$ cat src/rtl/pic_pkg.sv
// Shared definitions for the interrupt-acknowledge sequencer: level count,
// FSM state encoding and the vector compose helper.
package pic_pkg;
  localparam int NUM_IR = 8;
  localparam int LVL_W = 3;
  localparam logic [7:0] VEC_MASK = 8'hF8;

  typedef enum logic [2:0] {
    ST_IDLE = 3'd0,
    ST_REQ  = 3'd1,
    ST_ACK1 = 3'd2,
    ST_GAP  = 3'd3,
    ST_ACK2 = 3'd4
  } state_t;

  function automatic logic [7:0] compose_vec(input logic [7:0] base, input logic [LVL_W-1:0] lvl);
    return (base & VEC_MASK) | {5'b0, lvl};
  endfunction
endpackage

$ cat src/rtl/inta_sequencer_if.sv
// CPU-side and cascade signals of the sequencer; master drives requests and
// acknowledge strobes, slave is the sequencer itself.
interface inta_sequencer_if;
  import pic_pkg::*;

  logic              i_inta_n;
  logic [NUM_IR-1:0] i_irr;
  logic [NUM_IR-1:0] i_imr;
  logic [7:0]        i_icw2;
  logic [7:0]        i_icw3;
  logic              i_sp_en;
  logic              i_sngl;
  logic              i_aeoi;
  logic              i_eoi;
  logic [LVL_W-1:0]  i_cas_in;
  logic              o_int;
  logic [NUM_IR-1:0] o_irq_clr;
  logic [NUM_IR-1:0] o_isr;
  logic [LVL_W-1:0]  o_cas_out;
  logic              o_cas_oe;
  logic [7:0]        o_data_out;
  logic              o_data_oe;

  modport master (
    output i_inta_n, i_irr, i_imr, i_icw2, i_icw3, i_sp_en, i_sngl, i_aeoi, i_eoi, i_cas_in,
    input  o_int, o_irq_clr, o_isr, o_cas_out, o_cas_oe, o_data_out, o_data_oe
  );

  modport slave (
    input  i_inta_n, i_irr, i_imr, i_icw2, i_icw3, i_sp_en, i_sngl, i_aeoi, i_eoi, i_cas_in,
    output o_int, o_irq_clr, o_isr, o_cas_out, o_cas_oe, o_data_out, o_data_oe
  );
endinterface

$ cat src/rtl/inta_sequencer_priority_resolver.sv
// Fixed-priority resolver: returns the lowest set index (level 0 highest).
// Purely combinational, no backpressure.
module priority_resolver
  import pic_pkg::*;
(
  input  logic [NUM_IR-1:0] i_req,
  output logic              o_vld,
  output logic [LVL_W-1:0]  o_idx
);

  always_comb begin
    o_vld = 1'b0;
    o_idx = '0;
    for (int i = NUM_IR - 1; i >= 0; i--) begin
      if (i_req[i]) begin
        o_vld = 1'b1;
        o_idx = LVL_W'(i);
      end
    end
  end

endmodule

$ cat src/rtl/inta_sequencer.sv
// Two-pulse INTA sequencer with fully nested priority, cascade and AEOI/EOI.
// All outputs registered; sequence advances only on INTA_N edges.
module inta_sequencer
  import pic_pkg::*;
(
  input  logic             i_clk,
  input  logic             i_rst_n,
  inta_sequencer_if.slave  bus
);

  state_t            r_state, w_next;
  logic              r_inta_prev;
  logic [LVL_W-1:0]  r_lvl, w_lvl_nxt;
  logic              r_spur, w_spur_nxt;
  logic              r_sel, w_sel_nxt;
  logic [NUM_IR-1:0] r_isr, w_isr_nxt;
  logic [NUM_IR-1:0] r_irq_clr, w_irq_clr_nxt;
  logic              r_int, w_int_nxt;
  logic              r_cas_oe, w_cas_oe_nxt;
  logic [LVL_W-1:0]  r_cas_out, w_cas_out_nxt;
  logic              r_data_oe, w_data_oe_nxt;
  logic [7:0]        r_data_out, w_data_out_nxt;

  logic [NUM_IR-1:0] w_pend;
  logic              w_pend_vld, w_isr_vld, w_req_ok;
  logic [LVL_W-1:0]  w_best, w_isr_top;
  logic              w_fall, w_rise, w_aeoi_clr, w_busy, w_owner;

  assign w_pend = bus.i_irr & ~bus.i_imr;
  assign w_fall = r_inta_prev & ~bus.i_inta_n;
  assign w_rise = ~r_inta_prev & bus.i_inta_n;

  priority_resolver u_pend_res (.i_req(w_pend), .o_vld(w_pend_vld), .o_idx(w_best));
  priority_resolver u_isr_res  (.i_req(r_isr),  .o_vld(w_isr_vld),  .o_idx(w_isr_top));

  assign w_req_ok = w_pend_vld && (!w_isr_vld || (w_best < w_isr_top));

  always_comb begin
    w_next        = r_state;
    w_lvl_nxt     = r_lvl;
    w_spur_nxt    = r_spur;
    w_sel_nxt     = r_sel;
    w_irq_clr_nxt = '0;
    w_aeoi_clr    = 1'b0;
    case (r_state)
      ST_IDLE: if (w_req_ok) w_next = ST_REQ;
      ST_REQ: begin
        // A fall wins over a lost request so that a withdrawn IRR yields the spurious level.
        if (w_fall) begin
          w_next = ST_ACK1;
          if (w_pend_vld) begin
            w_lvl_nxt     = w_best;
            w_spur_nxt    = 1'b0;
            w_irq_clr_nxt = 8'b1 << w_best;
          end else begin
            w_lvl_nxt  = 3'd7;
            w_spur_nxt = 1'b1;
          end
        end else if (!w_req_ok) begin
          w_next = ST_IDLE;
        end
      end
      ST_ACK1: begin
        if (w_rise) begin
          w_next    = ST_GAP;
          w_sel_nxt = (bus.i_cas_in == bus.i_icw3[2:0]);
        end
      end
      ST_GAP: if (w_fall) w_next = ST_ACK2;
      ST_ACK2: begin
        if (w_rise) begin
          w_next     = ST_IDLE;
          w_aeoi_clr = bus.i_aeoi && !r_spur;
        end
      end
      default: w_next = ST_IDLE;
    endcase
  end

  // EOI acts on the ISR as it stood before this cycle's acknowledge sets a bit.
  always_comb begin
    w_isr_nxt = r_isr;
    if (bus.i_eoi && w_isr_vld) w_isr_nxt[w_isr_top] = 1'b0;
    if (w_aeoi_clr) w_isr_nxt[r_lvl] = 1'b0;
    w_isr_nxt = w_isr_nxt | w_irq_clr_nxt;
  end

  always_comb begin
    w_busy         = (w_next == ST_ACK1) || (w_next == ST_GAP) || (w_next == ST_ACK2);
    w_cas_oe_nxt   = w_busy && bus.i_sp_en && !bus.i_sngl && bus.i_icw3[w_lvl_nxt];
    w_cas_out_nxt  = w_cas_oe_nxt ? w_lvl_nxt : '0;
    w_owner        = bus.i_sngl || (bus.i_sp_en && !bus.i_icw3[w_lvl_nxt]) || (!bus.i_sp_en && w_sel_nxt);
    w_data_oe_nxt  = (w_next == ST_ACK2) && w_owner;
    w_data_out_nxt = w_data_oe_nxt ? compose_vec(bus.i_icw2, w_lvl_nxt) : 8'h00;
    w_int_nxt      = (r_state == ST_REQ) && (w_next == ST_REQ);
  end

  always_ff @(posedge i_clk) begin
    if (!i_rst_n) begin
      r_state     <= ST_IDLE;
      r_inta_prev <= 1'b1;
      r_lvl       <= '0;
      r_spur      <= 1'b0;
      r_sel       <= 1'b0;
      r_isr       <= '0;
      r_irq_clr   <= '0;
      r_int       <= 1'b0;
      r_cas_oe    <= 1'b0;
      r_cas_out   <= '0;
      r_data_oe   <= 1'b0;
      r_data_out  <= '0;
    end else begin
      r_state     <= w_next;
      r_inta_prev <= bus.i_inta_n;
      r_lvl       <= w_lvl_nxt;
      r_spur      <= w_spur_nxt;
      r_sel       <= w_sel_nxt;
      r_isr       <= w_isr_nxt;
      r_irq_clr   <= w_irq_clr_nxt;
      r_int       <= w_int_nxt;
      r_cas_oe    <= w_cas_oe_nxt;
      r_cas_out   <= w_cas_out_nxt;
      r_data_oe   <= w_data_oe_nxt;
      r_data_out  <= w_data_out_nxt;
    end
  end

  assign bus.o_int      = r_int;
  assign bus.o_irq_clr  = r_irq_clr;
  assign bus.o_isr      = r_isr;
  assign bus.o_cas_out  = r_cas_out;
  assign bus.o_cas_oe   = r_cas_oe;
  assign bus.o_data_out = r_data_out;
  assign bus.o_data_oe  = r_data_oe;

endmodule

$ cat src/flat_wrapper.sv
// flat-port wrapper written by rule: the top's interface ports become plain ports
module inta_sequencer_flat import pic_pkg::*;
  (i_clk, i_rst_n, bus_i_inta_n, bus_i_irr, bus_i_imr, bus_i_icw2, bus_i_icw3, bus_i_sp_en, bus_i_sngl, bus_i_aeoi, bus_i_eoi, bus_i_cas_in, bus_o_int, bus_o_irq_clr, bus_o_isr, bus_o_cas_out, bus_o_cas_oe, bus_o_data_out, bus_o_data_oe);
  inta_sequencer_if bus_i ();
  input  logic i_clk;
  input  logic i_rst_n;
  input wire logic [$bits(bus_i.i_inta_n)-1:0] bus_i_inta_n;
  input wire logic [$bits(bus_i.i_irr)-1:0] bus_i_irr;
  input wire logic [$bits(bus_i.i_imr)-1:0] bus_i_imr;
  input wire logic [$bits(bus_i.i_icw2)-1:0] bus_i_icw2;
  input wire logic [$bits(bus_i.i_icw3)-1:0] bus_i_icw3;
  input wire logic [$bits(bus_i.i_sp_en)-1:0] bus_i_sp_en;
  input wire logic [$bits(bus_i.i_sngl)-1:0] bus_i_sngl;
  input wire logic [$bits(bus_i.i_aeoi)-1:0] bus_i_aeoi;
  input wire logic [$bits(bus_i.i_eoi)-1:0] bus_i_eoi;
  input wire logic [$bits(bus_i.i_cas_in)-1:0] bus_i_cas_in;
  output wire logic [$bits(bus_i.o_int)-1:0] bus_o_int;
  output wire logic [$bits(bus_i.o_irq_clr)-1:0] bus_o_irq_clr;
  output wire logic [$bits(bus_i.o_isr)-1:0] bus_o_isr;
  output wire logic [$bits(bus_i.o_cas_out)-1:0] bus_o_cas_out;
  output wire logic [$bits(bus_i.o_cas_oe)-1:0] bus_o_cas_oe;
  output wire logic [$bits(bus_i.o_data_out)-1:0] bus_o_data_out;
  output wire logic [$bits(bus_i.o_data_oe)-1:0] bus_o_data_oe;
  assign bus_i.i_inta_n = bus_i_inta_n;
  assign bus_i.i_irr = bus_i_irr;
  assign bus_i.i_imr = bus_i_imr;
  assign bus_i.i_icw2 = bus_i_icw2;
  assign bus_i.i_icw3 = bus_i_icw3;
  assign bus_i.i_sp_en = bus_i_sp_en;
  assign bus_i.i_sngl = bus_i_sngl;
  assign bus_i.i_aeoi = bus_i_aeoi;
  assign bus_i.i_eoi = bus_i_eoi;
  assign bus_i.i_cas_in = bus_i_cas_in;
  assign bus_o_int = bus_i.o_int;
  assign bus_o_irq_clr = bus_i.o_irq_clr;
  assign bus_o_isr = bus_i.o_isr;
  assign bus_o_cas_out = bus_i.o_cas_out;
  assign bus_o_cas_oe = bus_i.o_cas_oe;
  assign bus_o_data_out = bus_i.o_data_out;
  assign bus_o_data_oe = bus_i.o_data_oe;
  inta_sequencer u_core (.i_clk(i_clk), .i_rst_n(i_rst_n), .bus(bus_i));
endmodule
$ cat config.mk
export PLATFORM = sky130hd
export DESIGN_NAME = inta_sequencer_flat
export DESIGN_NICKNAME = d
export VERILOG_FILES = /design/src/rtl/pic_pkg.sv /design/src/rtl/inta_sequencer_if.sv /design/src/rtl/inta_sequencer_priority_resolver.sv /design/src/rtl/inta_sequencer.sv /design/src/flat_wrapper.sv
export SDC_FILE = /design/constraint.sdc
export NUM_CORES = 1
export LEC_CHECK = 0
export BUFFER_PORTS_ARGS = -buffer_cell sky130_fd_sc_hd__buf_2
export CAP_MARGIN = 30
export CELL_PAD_IN_SITES_DETAIL_PLACEMENT = 0
export CELL_PAD_IN_SITES_GLOBAL_PLACEMENT = 1
export CORE_MARGIN = 1.5
export CORE_UTILIZATION = 36
export DETAILED_ROUTE_END_ITERATION = 10
export GPL_TIMING_DRIVEN = 1
export MAX_ROUTING_LAYER = met4
export PLACE_DENSITY_LB_ADDON = 0.1
export SLEW_MARGIN = 30
export SYNTH_ARGS = -nofsm -noshare
export SYNTH_HDL_FRONTEND = slang
export SYNTH_HIERARCHICAL = 1
export SYNTH_SLANG_ARGS = --single-unit
$ cat constraint.sdc
create_clock -name i_clk -period 3.5 [get_ports i_clk]
set_input_delay 0.525 -clock i_clk [delete_from_list [all_inputs] [get_ports i_clk]]
set_output_delay 0.525 -clock i_clk [all_outputs]
set_load 0.05 [all_outputs]
### Word-level counts from Yosys, hierarchy flattened

Cells that the tools add are included.

* output and inout port bits: 30
* logic and storage cells: 124
* bits in registers: 39

* shift-type cells: 1
* muxes and demuxes: 58
* equality and inequality tests: 9
* $lt $le $gt $ge: 6
* reduce and logical (&&, ||, !) cells: 26
* bitwise logic cells: 12

Operators by type and width (count)
* two-way mux 3 bit: 25
* two-way mux 8 bit: 5
* AND 8 bit: 3
* two-way mux 1 bit: 24
* NOT 8 bit: 3
* case mux 3 bit (5 select lines): 1
* equality test 3 x 2 -> 1 bit (second input constant): 4
* logical AND 1 bit: 12
* < comparator 3 x 4 -> 1 bit (second input constant): 3
* bitwise OR 8 x 3 -> 8 bit: 1
* bitwise OR 8 bit: 1
* left shift 1 x 3 -> 8 bit (first input constant): 1
* demux 1 bit (select 3 bit): 2
* equality test 3 x 1 -> 1 bit (second input constant): 2
* equality test 3 bit (second input constant): 2
* greater-or-equal comparator 3 x 1 -> 1 bit (second input constant): 2
* AND reduction 2 bit: 3
* zero test 1 bit: 5
* logical OR 1 bit: 5
* binary-select mux 1 bit (select 3 bit): 1
* equality test 3 bit: 1
* zero test 3 bit: 1
* < comparator 3 bit: 1
* AND 1 bit: 2
* NOT 1 bit: 2

### Longest topological paths before layout

Gate-level depths: netlist (run 1).

* word-level depth: 23
* gate-level depth with buffers: 11
* depth with buffers taken out: 10

### Modules after synthesis

The synthesis (run 1) kept the hierarchy.

By module, submodules not included
* inta_sequencer: area an instance 1810.5 sq um, seq. area each 780.7 sq um, cells an instance 195, times used 1
* priority_resolver: area an instance 80.1 sq um, seq. area each 0.0 sq um, cells an instance 13, times used 2

### Worst setup path after synthesis (run 1)

No wires, ideal clock.

* kind: input-to-reg
* start: input port bus_i_irr[2]
* end: register u_core.r_data_out[1] (netlist: u_core/bus.o_data_out[1])
* library setup time: 141 ps
* arrival: 2635 ps
* stages: 11
* path slack: 725 ps
* data required time: 3359 ps
* cells stage by stage: nor2b_1 nor2b_1 o21bai_1 o41ai_1 or4b_4 or2_4 buf_6 a21boi_2 o22ai_2 o311ai_4 a21oi_1

* longest elaborated chain between the ends: 15
* elaborated cells on any way between the ends: 27
* classes of those cells: 1 x order compare; 1 x eq/ne; 15 x mux; 2 x bitwise; 8 x reduce/logical

Ends and longest elaborated chain
* start: declaration: RTL line flat_wrapper.sv:8 `input wire logic [$bits(bus_i.i_irr)-1:0] bus_i_irr;`
* AND 8 bit *: RTL line inta_sequencer.sv:29 `assign w_pend = bus.i_irr & ~bus.i_imr;`
* two-way mux 3 bit * (3 in a row): RTL line inta_sequencer_priority_resolver.sv:15 `if (i_req[i]) begin`
* net u_core.w_best[0]: RTL line inta_sequencer.sv:26 `logic [LVL_W-1:0] w_best, w_isr_top;`
* parallel branches: the longest is 9 deep, another holds < comparator 3 bit
* logical AND 1 bit *: RTL line inta_sequencer.sv:93 `w_data_oe_nxt = (w_next == ST_ACK2) && w_owner;`
* AND reduction 2 bit (no line) *
* end signal: assignment: RTL line inta_sequencer.sv:124 `r_data_out <= w_data_out_nxt;`
* end: declaration: RTL line inta_sequencer.sv:22 `logic [7:0] r_data_out, w_data_out_nxt;`

Mark *: on every way through the listed nets, which the timed path passes. The select of a mux whose other input is x is not followed.
A chain may end at the register's enable or synchronous reset.

### Final worst setup path (run 1)

* start: input port bus_i_imr[2]
* end: register u_core.r_data_out[3] (netlist: u_core/bus.o_data_out[3])

* longest elaborated chain between the ends: 16
* elaborated cells on any way between the ends: 27
* classes of those cells: 1 x order compare; 1 x eq/ne; 15 x mux; 2 x bitwise; 8 x reduce/logical

Ends and longest elaborated chain
* start: declaration: RTL line flat_wrapper.sv:9 `input wire logic [$bits(bus_i.i_imr)-1:0] bus_i_imr;`
* NOT 8 bit *: RTL line inta_sequencer.sv:29
* AND 8 bit *: RTL line inta_sequencer.sv:29
* net u_core.w_pend[2]: RTL line inta_sequencer.sv:24 `logic [NUM_IR-1:0] w_pend;`
* two-way mux 3 bit * (3 in a row): RTL line inta_sequencer_priority_resolver.sv:15
* net u_core.w_best[0]: RTL line inta_sequencer.sv:26
* parallel branches: the longest is 9 deep, another holds < comparator 3 bit
* logical AND 1 bit *: RTL line inta_sequencer.sv:93
* AND reduction 2 bit (no line) *

Marked as above.

==> results of run 1 <==
## cell families (layout without fill, tap and decap cells)
kind of cell / count (synthesis) / count (layout) / synth area share (%)
XOR/XNOR: 4 / 4 / 1.78
AO/OA/AOI/OAI: 63 / 63 / 23.3
AND/OR/NAND/NOR: 98 / 98 / 30.1
multiplexers: 2 / 2 / 1.02
adder cells (fa/ha/maj): 2 / 2 / 1.27
buffers and inverters: 13 / 89 / 2.92
flip-flops: 39 / 39 / 39.6
## how the worst max path moves through the flow
stage                          endpoint  cells after the start
6_report       u_core/bus.o_data_out[3]                     11
5_1_grt        u_core/bus.o_data_out[2]                     11
4_1_cts        u_core/bus.o_data_out[0]                     11
3_5_place_dp   u_core/bus.o_data_out[0]                     11
3_3_place_gp   u_core/bus.o_data_out[3]                     11
2_1_floorplan  u_core/bus.o_data_out[1]                     11
## worst register-to-register path, delay by kind of cell (launching register included)
kind            cells  cell delay, ps
compound gates      7            1550
simple gates        1              90
fa+ha+maj           1             320
buf+inv             1             220
flops               1             370
## power groups by stage
stage,combinational (mW),clock (mW),sequential (mW)
floorplan,0.148,0,0.502
global placement,0.225,0,0.489
detailed placement,0.227,0,0.489
CTS,0.227,0.386,0.479
global route,0.253,0.409,0.482
finish,0.225,0.376,0.479
## cells in the final DEF, fill, tap and decap left out, types with 2 or more instances in the layout
| cell type | Yosys | final |
|---|---|---|
| sky130_fd_sc_hd__nor3_1 | 6 | 6 |
| sky130_fd_sc_hd__a21o_1 | 3 | 3 |
| sky130_fd_sc_hd__a21oi_1 | 10 | 10 |
| sky130_fd_sc_hd__o311ai_0 | 2 | 2 |
| sky130_fd_sc_hd__a21boi_2 | 2 | 2 |
| sky130_fd_sc_hd__dfxtp_1 | 39 | 39 |
| sky130_fd_sc_hd__o211ai_1 | 2 | 2 |
| sky130_fd_sc_hd__buf_2 | 1 | 68 |
| sky130_fd_sc_hd__o21ai_0 | 13 | 13 |
| sky130_fd_sc_hd__nor4_1 | 3 | 3 |
| sky130_fd_sc_hd__nor2_1 | 17 | 17 |
| sky130_fd_sc_hd__a211oi_1 | 3 | 3 |
| sky130_fd_sc_hd__o41ai_1 | 2 | 2 |
| sky130_fd_sc_hd__nor2b_1 | 19 | 19 |
| sky130_fd_sc_hd__clkbuf_8 | 0 | 5 |
| sky130_fd_sc_hd__nand2_1 | 14 | 14 |
| sky130_fd_sc_hd__buf_4 | 0 | 4 |
| sky130_fd_sc_hd__and3_1 | 3 | 3 |
| sky130_fd_sc_hd__xor2_1 | 4 | 4 |
| sky130_fd_sc_hd__nand3_1 | 10 | 10 |
| sky130_fd_sc_hd__nand3b_1 | 4 | 4 |
| sky130_fd_sc_hd__a21boi_1 | 6 | 6 |
| sky130_fd_sc_hd__o22ai_1 | 3 | 3 |
| sky130_fd_sc_hd__mux2i_1 | 2 | 2 |
| sky130_fd_sc_hd__nand4b_1 | 2 | 2 |
| sky130_fd_sc_hd__o21bai_1 | 3 | 3 |
| sky130_fd_sc_hd__inv_1 | 9 | 9 |
| sky130_fd_sc_hd__nor3b_1 | 2 | 2 |
| sky130_fd_sc_hd__nand2b_1 | 4 | 4 |
| sky130_fd_sc_hd__o2111ai_1 | 4 | 4 |
| sky130_fd_sc_hd__nand4_1 | 2 | 2 |
| sky130_fd_sc_hd__o21a_1 | 3 | 3 |
| sky130_fd_sc_hd__ha_1 | 2 | 2 |
| sky130_fd_sc_hd__nor4_2 | 3 | 3 |
## sequential cells by signal, summed over array words and instances (netlist names), 3 cells and up
signal,flops
u_core/bus.o_cas_out,3
u_core/r_state,3
u_core/bus.o_isr,8
u_core/bus.o_data_out,8
u_core/r_lvl,3
u_core/bus.o_irq_clr,8
## layer usage
metal  vias up  part of all wire, %  wire length [µm]
met2        37                   45              2200
li1        966                    -                 -
met3         5                  2.8               136
met1       842                   51              2490
met4         0                 0.78                38
met5         -                    0                 0
## final cells by class
class / instances / share of cell area, %
Sequential cell: 39 / 31.0
Clock inverter: 3 / 1.74
Tap cell: 70 / 3.48
Clock buffer: 5 / 2.73
Inverter: 9 / 1.34
Multi-Input combinational cell: 169 / 45.0
Timing Repair Buffer: 72 / 14.7
## through the flow
| step | hold WS (ps) | cell area [µm²] | utilization [%] |
|---|---|---|---|
| 6_report | 471 | 2520 | 48.4 |
| 5_1_grt | 467 | 2520 | 48.4 |
| 2_1_floorplan | 463 | 1970 | - |
| 4_1_cts | 463 | 2520 | 48.4 |
| 3_3_place_gp | 487 | 2400 | 46.2 |
| 3_5_place_dp | 490 | 2400 | 46.2 |
==> results_tabular.tex, run 1 <==
\begin{tabular}{lr}
\hline
Metric & Value \\
\hline
\multicolumn{2}{l}{\textbf{Clocking}} \\
\quad Root buffer cell & sky130\_fd\_sc\_hd\_\_clkbuf\_8 \\
\quad CTS-repair resized insts & 0 \\
\quad H-tree depth & 2 \\
\quad Clock insertion delay at the later pin of the skew report & 290 ps \\
\quad Clock slew at the register clock pins of the worst setup and hold paths & 80 ps \\
\quad TritonCTS clock tree & built \\
\quad Number of buffers created by CTS & 5 \\
\quad Postcts setup bufs & 0 \\
\quad Sink count of the clock tree & 39 \\
\quad Hold bufs inserted after CTS & 0 \\
\quad Clock buffer depth & 2 \\
\multicolumn{2}{l}{\textbf{Placed design}} \\
\quad HPWL reported at the end of detailed placement & 3790 µm \\
\quad Placer Congestion & 0.793 \\
\quad Minimum setup slack after placement & 295 ps \\
\quad \# placed instances & 359 \\
\quad Total of buffers placed on input and output ports & 68 \\
\multicolumn{2}{l}{\textbf{Power}} \\
\quad Power density normalized to cell area & 429 nW/µm² \\
\quad Clock share of power & 34.8\% \\
\quad Switching component of the power & 0.317 mW \\
\quad Pleak & 1.10 nW \\
\quad Share of total power in sequential cells & 44.3\% \\
\quad Internal power summed over all cells & 0.763 mW \\
\quad Logic pwr share & 20.8\% \\
\quad Net switching share of the total power & 29.4\% \\
\quad Highest ir drop seen on vdd & 188 µV \\
\quad Total power after layout & 1.08 mW \\
\multicolumn{2}{l}{\textbf{STA}} \\
\quad Worst relative slew slack & 54.3\% \\
\quad Clock Skews & 4.28 ps \\
\quad Minimum period implied by the final worst setup slack & 2890 ps \\
\quad Actual slew at the worst max-slew pin & 676 ps \\
\quad Final count of hold timing violations & 0 \\
\quad Setup violation total in the final timing report & 0 \\
\quad Final WS setup & 606 ps \\
\quad Crit share post-route & 82.7\% \\
\quad Unrepaired setup endpoints after global routing & false \\
\quad Setup\_tns & 0 ps \\
\quad Highest achievable clock rate & 346 MHz \\
\quad Final-report max-slew violation count & 0 \\
\multicolumn{2}{l}{\textbf{Worst setup path}} \\
\quad Critical path cell sequence & buf\_2 -> nor2b\_1 -> nor2b\_1 -> o21bai\_1 -> o41ai\_1 -> or4b\_4 -> or2\_4 -> a21boi\_1 -> nor4b\_4 -> o311ai\_4 -> a21boi\_1 \\
\quad Worst Reg-to-Reg Cells & 10 \\
\quad CP max stage cell & sky130\_fd\_sc\_hd\_\_or4b\_4 \\
\quad Element type at the critical path end & flip-flop \\
\quad Data arrival time of the critical path & 3040 ps \\
\quad Slack of the worst reg-to-reg path & 880 ps \\
\quad Endpoint of the most critical register-to-register path & u\_core/bus.o\_int \\
\quad Launch point of the worst reg-to-reg path & u\_core/bus.o\_isr[4] \\
\quad Launch point of the critical path & bus\_i\_imr[2] \\
\quad Kind of launch point of the worst setup path & input port \\
\quad Endpoint required time on the critical path & 3650 ps \\
\quad Worst setup path class & input port to flip-flop \\
\quad Maximum fanout along the worst path & 13 \\
\quad Slowest Stage Delay on Critical Path & 530 ps \\
\quad Crit-path leading delay family & simple AND/OR/NAND/NOR gates \\
\quad Count of buffer and inverter cells on the critical path & 1 \\
\multicolumn{2}{l}{\textbf{Final layout}} \\
\quad Area of all sequential standard cells & 781 µm² \\
\quad ANT cells & 0 \\
\quad Number of inserted filler cells in the final layout & 535 \\
\quad Area growth from synthesis to layout & 27.7\% \\
\quad Final Non-Filler Cells & 367 \\
\quad Multi-input gate area & 1130 µm² \\
\quad Number of nets in the layout & 340 \\
\quad Fraction of final layout cells sized beyond drive strength 1 & 31.3\% \\
\multicolumn{2}{l}{\textbf{GRT}} \\
\quad Overall track demand over capacity in global routing & 17.9\% \\
\quad Met2 layer usage reported by global route & 28.9\% \\
\quad Final global-route overflow total & 0 \\
\quad Number of global-route vias before repair & 1863 \\
\quad Highest-utilization routing layer at the global route stage & met2 \\
\quad First-pass GRT wire length & 8450 µm \\
\quad Pin count of the biggest net entering global routing & 23 \\
\quad Met3 track demand over resource & 2.86\% \\
\quad Global-route met1 utilization & 23.4\% \\
\quad Initial antenna violation count & 0 \\
\multicolumn{2}{l}{\textbf{Synthesis}} \\
\quad Net count after synthesis & 265 \\
\quad Cell types occupying the most area after synthesis & sky130\_fd\_sc\_hd\_\_dfxtp\_1, sky130\_fd\_sc\_hd\_\_nor2b\_1, sky130\_fd\_sc\_hd\_\_o21ai\_0 \\
\quad Leading cell type by number of instances after synthesis & sky130\_fd\_sc\_hd\_\_dfxtp\_1 \\
\quad Sequential fraction of the synthesis area & 39.6\% \\
\quad Cell type contributing the most total cell area after synthesis & sky130\_fd\_sc\_hd\_\_dfxtp\_1 \\
\quad Post-Synthesis Cells & 221 \\
\quad Number of flops mapped to enable cells by yosys & 0 \\
\quad FF+latch count, synth & 39 \\
\quad Yosys warning total & 6 \\
\quad Count of cell types in the netlist & 50 \\
\quad Cell area after synthesis & 1970 µm² \\
\quad Top cell types by occurrence after synthesis & sky130\_fd\_sc\_hd\_\_dfxtp\_1, sky130\_fd\_sc\_hd\_\_nor2b\_1, sky130\_fd\_sc\_hd\_\_nor2\_1, sky130\_fd\_sc\_hd\_\_nand2\_1, sky130\_fd\_sc\_hd\_\_o21ai\_0 \\
\quad Mean cell area of the mapped netlist & 8.92 µm² \\
\quad Asr flop ratio synth & 0\% \\
\quad Synth top area share & 39.6\% \\
\quad Most used DFF post-synth & sky130\_fd\_sc\_hd\_\_dfxtp\_1 \\
\multicolumn{2}{l}{\textbf{Detailed routing}} \\
\quad Wire length after detailed routing & 4860 µm \\
\quad DRC Markers & 0 \\
\quad First drt pass iteration count & 4 \\
\quad Via Count & 1850 \\
\quad Antenna-violating nets left & 0 \\
\quad Post-DR vias/cell & 5.04 \\
\quad DRT iter0 DRCs & 85 \\
\quad Routed WL per cell & 13.2 µm \\
\multicolumn{2}{l}{\textbf{Die}} \\
\quad Total core area & 5200 µm² \\
\quad Number of placement rows & 26 \\
\quad Die Height & 77.0 µm \\
\quad Number of I/O pins & 72 \\
\quad Initial cell density of the core & 37.9\% \\
\quad Die X & 77.0 µm \\
\quad Die area & 5930 µm² \\
\multicolumn{2}{l}{\textbf{Worst hold path}} \\
\quad Type of the tightest min-delay check & input port to flip-flop \\
\quad Hold\_sp & bus\_i\_icw2[5] \\
\quad Min-Delay Endpoint & u\_core/bus.o\_data\_out[5] \\
\quad Hold-critical path depth & 2 \\
\multicolumn{2}{l}{\textbf{Job}} \\
\quad Number of max-capacitance violations reported & 0 \\
\multicolumn{2}{l}{\textbf{Run status}} \\
\quad Outcome & finished clean \\
\hline
\end{tabular}
Power figures use the tool's default switching activity.
==> run 2, diff against run 1 <==
--- a/config.mk
+++ b/config.mk
@@ -10,7 +10,7 @@
 export CELL_PAD_IN_SITES_DETAIL_PLACEMENT = 0
 export CELL_PAD_IN_SITES_GLOBAL_PLACEMENT = 1
 export CORE_MARGIN = 1.5
-export CORE_UTILIZATION = 36
+export CORE_UTILIZATION = 32
 export DETAILED_ROUTE_END_ITERATION = 10
 export GPL_TIMING_DRIVEN = 1
 export MAX_ROUTING_LAYER = met4
==> constraint.sdc (replaced) <==
create_clock -name i_clk -period 2.4 [get_ports i_clk]
set_input_delay 0.36 -clock i_clk [delete_from_list [all_inputs] [get_ports i_clk]]
set_output_delay 0.36 -clock i_clk [all_outputs]
set_load 0.05 [all_outputs]
==> run 2 against run 1 <==
  * Final area grew 11%
  * Critical path depth grew 1
  * Register-to-register slack worse by 670 ps
  * Final cell count is 9.0% higher
  * Via count is 6.3% higher
  * First-iteration DRC count down 29%
  * Sequential share of layout area shrank 2.9 points
  * Non-clock buffer count grew 28
  * Sequential cell count is the same
  * Combinational power rose by 90%
  * Clock power up 16%
  * Critical path type unchanged
  * Largest cell class unchanged
==> results_tabular.tex, run 2 (synthesis gave the netlist of run 1 again) <==
\begin{tabular}{lr}
\hline
Metric & Value \\
\hline
\multicolumn{2}{l}{\textbf{STA}} \\
\quad Unrepaired setup endpoints after global routing & true \\
\quad Setup\_tns & 0 ps (unchanged) \\
\quad Final count of hold timing violations & 0 (unchanged) \\
\quad Minimum period implied by the final worst setup slack & 2390 ps \\
\quad Highest achievable clock rate & 418 MHz \\
\quad Final-report max-slew violation count & 0 (unchanged) \\
\quad Actual slew at the worst max-slew pin & 582 ps (-93.7 ps) \\
\quad Final WS setup & 6.24 ps (-600 ps) \\
\quad Setup violation total in the final timing report & 0 (unchanged) \\
\quad Crit share post-route & 99.7\% \\
\quad Clock Skews & 10.2 ps (+5.96 ps) \\
\quad Worst relative slew slack & 60.8\% (+6.5 points) \\
\multicolumn{2}{l}{\textbf{Clocking}} \\
\quad Hold bufs inserted after CTS & 0 (unchanged) \\
\quad Number of buffers created by CTS & 5 (unchanged) \\
\quad Clock slew at the register clock pins of the worst setup and hold paths & 80 ps (about the same) \\
\quad Clock insertion delay at the later pin of the skew report & 290 ps (about the same) \\
\quad Clock buffer depth & 2 (unchanged) \\
\quad Root buffer cell & sky130\_fd\_sc\_hd\_\_clkbuf\_8 \\
\quad H-tree depth & 2 (unchanged) \\
\quad Sink count of the clock tree & 39 (unchanged) \\
\quad TritonCTS clock tree & built \\
\multicolumn{2}{l}{\textbf{Placed design}} \\
\quad Total of buffers placed on input and output ports & 68 (unchanged) \\
\quad Placer Congestion & 0.868 (+9.4\%) \\
\quad Placed Area & 2650 µm² (+10\%) \\
\quad HPWL reported at the end of detailed placement & 4230 µm (+12\%) \\
\quad Minimum setup slack after placement & -414 ps (-708 ps) \\
\multicolumn{2}{l}{\textbf{Power}} \\
\quad Clock share of power & 28.1\% (-6.7 points) \\
\quad Logic pwr share & 27.5\% (+6.7 points) \\
\quad Switching component of the power & 0.485 mW (+53\%) \\
\quad Highest ir drop seen on vdd & 256 µV (+36\%) \\
\quad Share of total power in sequential cells & 44.4\% (about the same) \\
\quad Power density normalized to cell area & 556 nW/µm² (+29\%) \\
\quad Pleak & 1.25 nW (+13\%) \\
\quad Internal power summed over all cells & 1.07 mW (+40\%) \\
\quad Net switching share of the total power & 31.2\% (+1.9 points) \\
\multicolumn{2}{l}{\textbf{Die}} \\
\quad Die Height & 81.5 µm (+5.8\%) \\
\quad Number of placement rows & 28 (+7.7\%) \\
\quad Die X & 81.5 µm (+5.8\%) \\
\quad Die area & 6640 µm² (+12\%) \\
\quad Total core area & 5920 µm² (+14\%) \\
\quad Initial cell density of the core & 33.3\% (-4.6 points) \\
\quad Number of I/O pins & 72 (unchanged) \\
\multicolumn{2}{l}{\textbf{Worst setup path}} \\
\quad CP max stage cell & sky130\_fd\_sc\_hd\_\_or4b\_4 \\
\quad Worst Reg-to-Reg Cells & 7 (-3) \\
\quad Slack of the worst reg-to-reg path & 210 ps (-670 ps) \\
\quad Endpoint required time on the critical path & 2580 ps (-1070 ps) \\
\quad Crit-path leading delay family & simple AND/OR/NAND/NOR gates \\
\quad Kind of launch point of the worst setup path & input port \\
\quad Launch point of the worst reg-to-reg path & u\_core/r\_state[1] \\
\quad Element type at the critical path end & flip-flop \\
\quad Worst setup path class & input port to flip-flop \\
\quad Data arrival time of the critical path & 2570 ps (-470 ps) \\
\quad Worst path most repeated cell & sky130\_fd\_sc\_hd\_\_nor2b\_4 \\
\quad Maximum fanout along the worst path & 6 (-7) \\
\quad Slowest Stage Delay on Critical Path & 500 ps (-30 ps) \\
\quad Count of buffer and inverter cells on the critical path & 2 (+1) \\
\quad Endpoint of the most critical register-to-register path & u\_core/bus.o\_data\_out[0] \\
\quad Critical path cell sequence & buf\_6 -> nor2b\_4 -> nor2b\_4 -> o21bai\_1 -> o41ai\_2 -> or4b\_4 -> or2\_4 -> and3\_4 -> nor4b\_4 -> buf\_4 -> nor4\_4 -> nor2b\_1 \\
\quad Launch point of the critical path & bus\_i\_irr[3] \\
\multicolumn{2}{l}{\textbf{Final layout}} \\
\quad Final Cell Area & 2800 µm² (+11\%) \\
\quad Commonest non-fill, non-tap cell in the layout & sky130\_fd\_sc\_hd\_\_buf\_2 \\
\quad Multi-input gate area & 1200 µm² (+6.2\%) \\
\quad Area growth from synthesis to layout & 41.8\% \\
\quad Layout Utilization & 47.2\% (-1.2 points) \\
\quad ANT cells & 0 (unchanged) \\
\quad Number of inserted filler cells in the final layout & 596 (+11\%) \\
\quad Fraction of final layout cells sized beyond drive strength 1 & 42.2\% (+11 points) \\
\quad Number of nets in the layout & 368 (+8.2\%) \\
\quad Area of all sequential standard cells & 786 µm² (+0.64\%) \\
\quad Most used cells in the layout excluding fill and tap cells & sky130\_fd\_sc\_hd\_\_buf\_2, sky130\_fd\_sc\_hd\_\_dfxtp\_1, sky130\_fd\_sc\_hd\_\_buf\_4 \\
\multicolumn{2}{l}{\textbf{GRT}} \\
\quad Number of global-route vias before repair & 1876 (+0.70\%) \\
\quad First-pass GRT wire length & 8800 µm (+4.1\%) \\
\quad Initial antenna violation count & 0 (unchanged) \\
\quad Overall track demand over capacity in global routing & 17.6\% (-0.36 points) \\
\quad Final global-route overflow total & 0 (unchanged) \\
\quad Pin count of the biggest net entering global routing & 23 (unchanged) \\
\multicolumn{2}{l}{\textbf{Worst hold path}} \\
\quad Hold\_sp & bus\_i\_icw2[3] \\
\quad Type of the tightest min-delay check & input port to flip-flop \\
\quad Min-Delay Endpoint & u\_core/bus.o\_data\_out[3] \\
\quad Hold-critical path depth & 2 (unchanged) \\
\multicolumn{2}{l}{\textbf{Detailed routing}} \\
\quad Wire length after detailed routing & 5330 µm (+9.8\%) \\
\quad DRC Markers & 0 (unchanged) \\
\quad Post-DR vias/cell & 4.92 (-2.5\%) \\
\quad First drt pass iteration count & 4 (unchanged) \\
\quad Antenna-violating nets left & 0 (unchanged) \\
\quad Via Count & 1966 (+6.3\%) \\
\quad Routed WL per cell & 13.3 µm (+0.74\%) \\
\quad DRT iter0 DRCs & 60 (-29\%) \\
\multicolumn{2}{l}{\textbf{Run status}} \\
\quad Outcome & finished clean \\
\multicolumn{2}{l}{\textbf{Job}} \\
\quad Number of max-capacitance violations reported & 0 (unchanged) \\
\hline
\end{tabular}
-- run 2: changes by cell type in the layout (fill, tap and decap cells not counted), sizes merged --
cell / before / now
clkinvlp: 0 / 2
buf: 72 / 100
bufinv: 1 / 0
clkinv: 2 / 1
-- run 2: how the worst max path moves through the flow --
stage	to	slack (ps)	cells after the start
detailed placement	u_core/bus.o_cas_out[1]	-410	12
floorplan	u_core/bus.o_data_out[1]	-200	11
global placement	u_core/bus.o_data_out[5]	-340	12
CTS	u_core/bus.o_cas_out[1]	-2	12
global route	u_core/bus.o_cas_out[0]	-90	12
finish	u_core/bus.o_cas_out[0]	6	12
-- run 2: final cells by class --
type,count,area share (%)
clock buffer,5,2.46
timing repair buffer,100,21.1
multi-input combinational,169,43.0
sequential,39,28.1
clock inverter,3,0.716
inverter,9,1.21
tap,75,3.36
-- run 2: repair_timing --
item	in CTS	in global routing
resized for setup	5	6
setup buffers	2	0
pin swaps	1	1
endpoints found under the setup margin	12	12
-- run 2: power by group through the flow --
stage / Clock (mW) / Sequential (mW) / Combinational, mW
floorplan: 0 / 0.732 / 0.220
global placement: 0 / 0.704 / 0.411
detailed placement: 0 / 0.704 / 0.411
CTS: 0.454 / 0.689 / 0.424
global route: 0.482 / 0.693 / 0.471
finish: 0.437 / 0.689 / 0.427
-- run 2: metal layers --
metal	GRT usage, %	vias to the layer above	routed length [µm]
li1	-	1017	-
met4	4.14	0	21
met2	27.7	37	2490
met3	3.00	2	188
met5	-	-	0
met1	23.4	910	2630
-- run 2: through the flow --
stage,total power [mW],hold WS [ps],std cells
floorplan,0.952,463,221
detailed placement,1.12,504,391
CTS,1.57,302,400
finish,1.55,312,400
global route,1.65,298,400
global placement,1.12,495,391
